--- src/rtl/bus_arbiter_n.sv ---
// N-channel bus arbiter: latches per-channel requests, grants one at a time to a shared slave.
// Ports: clk/rstn, m_* per-channel master side, s_* shared slave side. Option macro: BUS_ARB_RR_EN.
`ifndef XLEN
`define XLEN 32
`endif
`ifndef BUS_WIDTH
`define BUS_WIDTH 32
`endif
`ifndef BUS_ACC_CNT
`define BUS_ACC_CNT 4
`endif

module bus_arbiter_n #(
  parameter int CH_CNT = 2
) (
  input  logic                                   clk,
  input  logic                                   rstn,
  input  logic [CH_CNT*`XLEN-1:0]                m_addr,
  input  logic [CH_CNT-1:0]                      m_w_rb,
  input  logic [CH_CNT*$clog2(`BUS_ACC_CNT)-1:0] m_acc,
  input  logic [CH_CNT*`BUS_WIDTH-1:0]           m_wdata,
  input  logic [CH_CNT-1:0]                      m_req,
  output logic [CH_CNT-1:0]                      m_resp,
  output logic [CH_CNT*`BUS_WIDTH-1:0]           m_rdata,
  output logic [CH_CNT-1:0]                      m_fault,
  output logic [`XLEN-1:0]                       s_addr,
  output logic                                   s_w_rb,
  output logic [$clog2(`BUS_ACC_CNT)-1:0]        s_acc,
  output logic [`BUS_WIDTH-1:0]                  s_wdata,
  output logic                                   s_req,
  input  logic [`BUS_WIDTH-1:0]                  s_rdata,
  input  logic                                   s_resp,
  input  logic                                   s_fault
);

  localparam int XW = `XLEN;
  localparam int BW = `BUS_WIDTH;
  localparam int AW = $clog2(`BUS_ACC_CNT);
  localparam int IW = $clog2(CH_CNT);

  typedef enum logic {IDLE, WAIT} state_t;

  state_t          state;
  logic [CH_CNT-1:0] pend;
  logic [IW-1:0]   owner;
  logic [IW-1:0]   win;
  logic            any;
  logic [XW-1:0]   addr_q  [CH_CNT];
  logic            w_rb_q  [CH_CNT];
  logic [AW-1:0]   acc_q   [CH_CNT];
  logic [BW-1:0]   wdata_q [CH_CNT];

  assign any = |pend;

`ifdef BUS_ARB_RR_EN
  logic [IW-1:0] ptr;

  // Descending walk: the last hit is the channel closest after ptr.
  always_comb begin
    int j;
    j = 0;
    win = '0;
    for (int off = CH_CNT; off >= 1; off--) begin
      j = (int'(ptr) + off) % CH_CNT;
      if (pend[j]) win = IW'(j);
    end
  end

  always_ff @(posedge clk or negedge rstn) begin
    if (!rstn) ptr <= IW'(CH_CNT - 1);
    else if (state == IDLE && any) ptr <= win;
  end
`else
  always_comb begin
    win = '0;
    for (int i = CH_CNT - 1; i >= 0; i--)
      if (pend[i]) win = IW'(i);
  end
`endif

  always_comb begin
    s_req   = 1'b0;
    s_addr  = '0;
    s_w_rb  = 1'b0;
    s_acc   = '0;
    s_wdata = '0;
    if (state == IDLE && any) begin
      s_req   = 1'b1;
      s_addr  = addr_q[win];
      s_w_rb  = w_rb_q[win];
      s_acc   = acc_q[win];
      s_wdata = wdata_q[win];
    end
  end

  always_comb begin
    m_resp  = '0;
    m_rdata = '0;
    m_fault = '0;
    if (state == WAIT && s_resp) begin
      m_resp[owner]          = 1'b1;
      m_fault[owner]         = s_fault;
      m_rdata[owner*BW +: BW] = s_rdata;
    end
  end

  // Slot stays set while in flight; a request in the response cycle re-arms it.
  always_ff @(posedge clk or negedge rstn) begin
    if (!rstn) begin
      state <= IDLE;
      pend  <= '0;
      owner <= '0;
      for (int k = 0; k < CH_CNT; k++) begin
        addr_q[k]  <= '0;
        w_rb_q[k]  <= 1'b0;
        acc_q[k]   <= '0;
        wdata_q[k] <= '0;
      end
    end else begin
      for (int k = 0; k < CH_CNT; k++) begin
        if (m_req[k] && (!pend[k] || m_resp[k])) begin
          pend[k]    <= 1'b1;
          addr_q[k]  <= m_addr[k*XW +: XW];
          w_rb_q[k]  <= m_w_rb[k];
          acc_q[k]   <= m_acc[k*AW +: AW];
          wdata_q[k] <= m_wdata[k*BW +: BW];
        end else if (m_resp[k]) begin
          pend[k] <= 1'b0;
        end
      end
      unique case (state)
        IDLE: if (any) begin
          owner <= win;
          state <= WAIT;
        end
        WAIT: if (s_resp) state <= IDLE;
      endcase
    end
  end

endmodule
--- config.mk ---
export PLATFORM = sky130hd
export DESIGN_NAME = bus_arbiter_n
export DESIGN_NICKNAME = d
export VERILOG_FILES = /design/src/rtl/bus_arbiter_n.sv
export SDC_FILE = /design/constraint.sdc
export NUM_CORES = 1
export LEC_CHECK = 0
export BUFFER_PORTS_ARGS = -buffer_cell sky130_fd_sc_hd__buf_2
export CORE_UTILIZATION = 25
export CTS_CLUSTER_DIAMETER = 50
export DETAILED_ROUTE_END_ITERATION = 6
export SYNTH_ARGS = -nofsm -noshare
export SYNTH_HDL_FRONTEND = slang
export SYNTH_SLANG_ARGS = --single-unit
export TNS_END_PERCENT = 20
--- constraint.sdc ---
create_clock -name clk -period 2.7 [get_ports clk]
set_input_delay 0.405 -clock clk [delete_from_list [all_inputs] [get_ports clk]]
set_output_delay 0.405 -clock clk [all_outputs]
set_load 0.05 [all_outputs]
==> qor.yml <==
drcViolationCount: 0
grt_pass1_vias: 5223
ys_warn_count: 0
ioPinCount: 308
synthTopCellsByArea: "dfrtp_1 (53%), mux2_2 (15%), mux2_1 (8.0%)"
antenna_left: 0
fin_nets: 1000
h-tree-depth: 4
drv_cap: 0
postCtsSetupRepairBufs: 0
critical_path_arrival_ps: 2140
grt.overflow.total: 0
start_kind: "flop"
tritoncts: "yes"
wirelength_mm: 18.9
placed_cells: 1138
ir_drop_mv: 0.394
max_stage_delay_ps: 570
cts_root_buffer: "clkbuf_16"
netlist_instances: 531
clock.fmax_mhz: 392
cts_buffers: 17
tightest_slew_ps: 527
synth_seq_cells: 138
yosysUniqueCellTypes: 20
die_h_um: 163
layout-drive-gt1-share: 0.532
clock-skew-final_ps: 10.2
detail_route.wl_per_cell_um: 16.1
drtIter0Drc: 219
grt_max_degree: 68
coreArea_um2: 25300
syn_area_um2: 6470
busiest_layer: "met2"
fin_crit_ps: 2550
setup_viol: 0
ctsLongestPathBuffers: 2
utilization: 0.356
hold_violations: 0
clk_latency_ps: 420
ys_seq_area_frac: 0.534
crit_chain: "nor2b_4 > buf_4 > a22oi_1 > nor2_1 > buf_2"
power.density_nw_per_um2: 928
clock_sinks: 138
cts.hold.buffers_added: 1
grt_usage: 0.143
routed_via_density: 4.44
path_max_fanout: 32
worstSetupEndpointType: "output pin"
tns_ps: 0
syn_to_final_growth_pct: 38.9
rsz0062_at_grt: "no"
postCtsResizedCells: 0
status: "finished clean"
die-width_um: 163
rows: 58
start_util: 0.256
grtUsageMet1: 0.188
met2_usage: 0.227
syn_nets: 703
mostFrequentLayoutCells: "buf_2 (306), dfrtp_1 (136), mux2_2 (88)"
min_path_type: "input port to flop"
netlist.top_cell.by_area: "dfrtp_1"
antenna_found_initial: 5
synth.top_cell.area_share: 0.534
fin_area_um2: 8980
p_leak_nw: 4.42
vias: 5205
dpl_cell_area_um2: 8360
final_max_slew_viol_count: 0
port_buffers: 307
path_class: "flop to output pin"
dp_slack_ps: 578
fin_total_pwr_mw: 8.33
diodes: 0
gr-usage-met3: 0.0494
slew_headroom: 0.648
gp_congestion: 0.728
grt_pass1_wl_mm: 29.1
final_common_cell: "buf_2"
avgSynthCellArea_um2: 12.2
cts.clk_slew.worst_paths_ps: 60
fin_crit_sh: 0.944
drt_first_pass_iters: 6
critical_path_required_ps: 2300
place_hpwl_mm: 13.1
dieArea_um2: 26500
cp_slowest_cell: "dfrtp_2"
hold_ws_ps: 204
fin_ws_ps: 152
fin_cells: 1171
layout make-up:
cell class                 count  area [um^2]
inverter                       3         11.3
timing repair buffer         321         1700
sequential                   138         3460
tap                          330          413
clock inverter                14          171
clock buffer                  18          439
multi-input combinational    347         2790
fill                        2596        16300
cell families (layout without fill, tap and decap cells):
family,count (synthesis),count (layout),share of synthesized area
multiplexers,134,134,0.233
buffers and inverters,46,356,0.0375
AND/OR/NAND/NOR,139,139,0.109
AO/OA/AOI/OAI,74,74,0.0863
flip-flops,138,138,0.534
power breakdown:
| group | switching [mW] | total [mW] | internal, mW | leakage, nW |
|---|---|---|---|---|
| logic | 1.56 | 2.67 | 1.11 | 2.51 |
| clock network | 0.943 | 2.43 | 1.48 | 0.293 |
| registers | 0.404 | 3.24 | 2.84 | 1.61 |
| total | 2.91 | 8.33 | 5.43 | 4.42 |
per-layer routing:
| metal | wire, um | share of wire |
|---|---|---|
| met3 | 1220 | 0.065 |
| met4 | 140 | 0.0074 |
| met2 | 9040 | 0.48 |
| met5 | 35 | 0.0019 |
| met1 | 8430 | 0.45 |
worst paths after layout:
path / startpoint / end / slack (ps) / cells past startpoint
setup / recovery: pend[0] / s_wdata[5] / 150 / 5
hold / removal: m_wdata[59] / wdata_q[27] / 200 / 2
setup reg to reg: pend[0] / addr_q[53] / 640 / 4
hold reg to reg: wdata_q[29] / wdata_q[29] / 490 / 1
max in group asynchronous: rstn / pend[0] / 1390 / 3
min in group asynchronous: rstn / addr_q[58] / 530 / 2
synthesized netlist by cell type:
cell        n
buf_6       6
nand3_2     1
nand3b_2    1
a21boi_2    2
mux2_1     46
dfrtp_1   138
clkbuf_1   22
a21boi_0    1
nand2_1     1
buf_4       3
buf_2      11
nor2_1     69
a21oi_1     2
mux2_2     88
and2_1     66
buf_1       1
a22oi_1    67
a21o_1      2
nor2b_1     1
inv_1       3
flip-flops by register name (all words and copies together), names as in the netlist:
| register | count |
|---|---|
| state | 1 |
| wdata_q | 64 |
| pend | 2 |
| w_rb_q | 2 |
| addr_q | 64 |
| owner | 1 |
| acc_q | 4 |
worst max-delay path: cells and delay by family, from the launching register on:
family / cells / cell delay, ps
AO/OA/AOI/OAI: 1 / 120
buffers and inverters: 2 / 670
flip-flops: 1 / 570
AND/OR/NAND/NOR: 2 / 360
(Power assumes the default switching activity.)
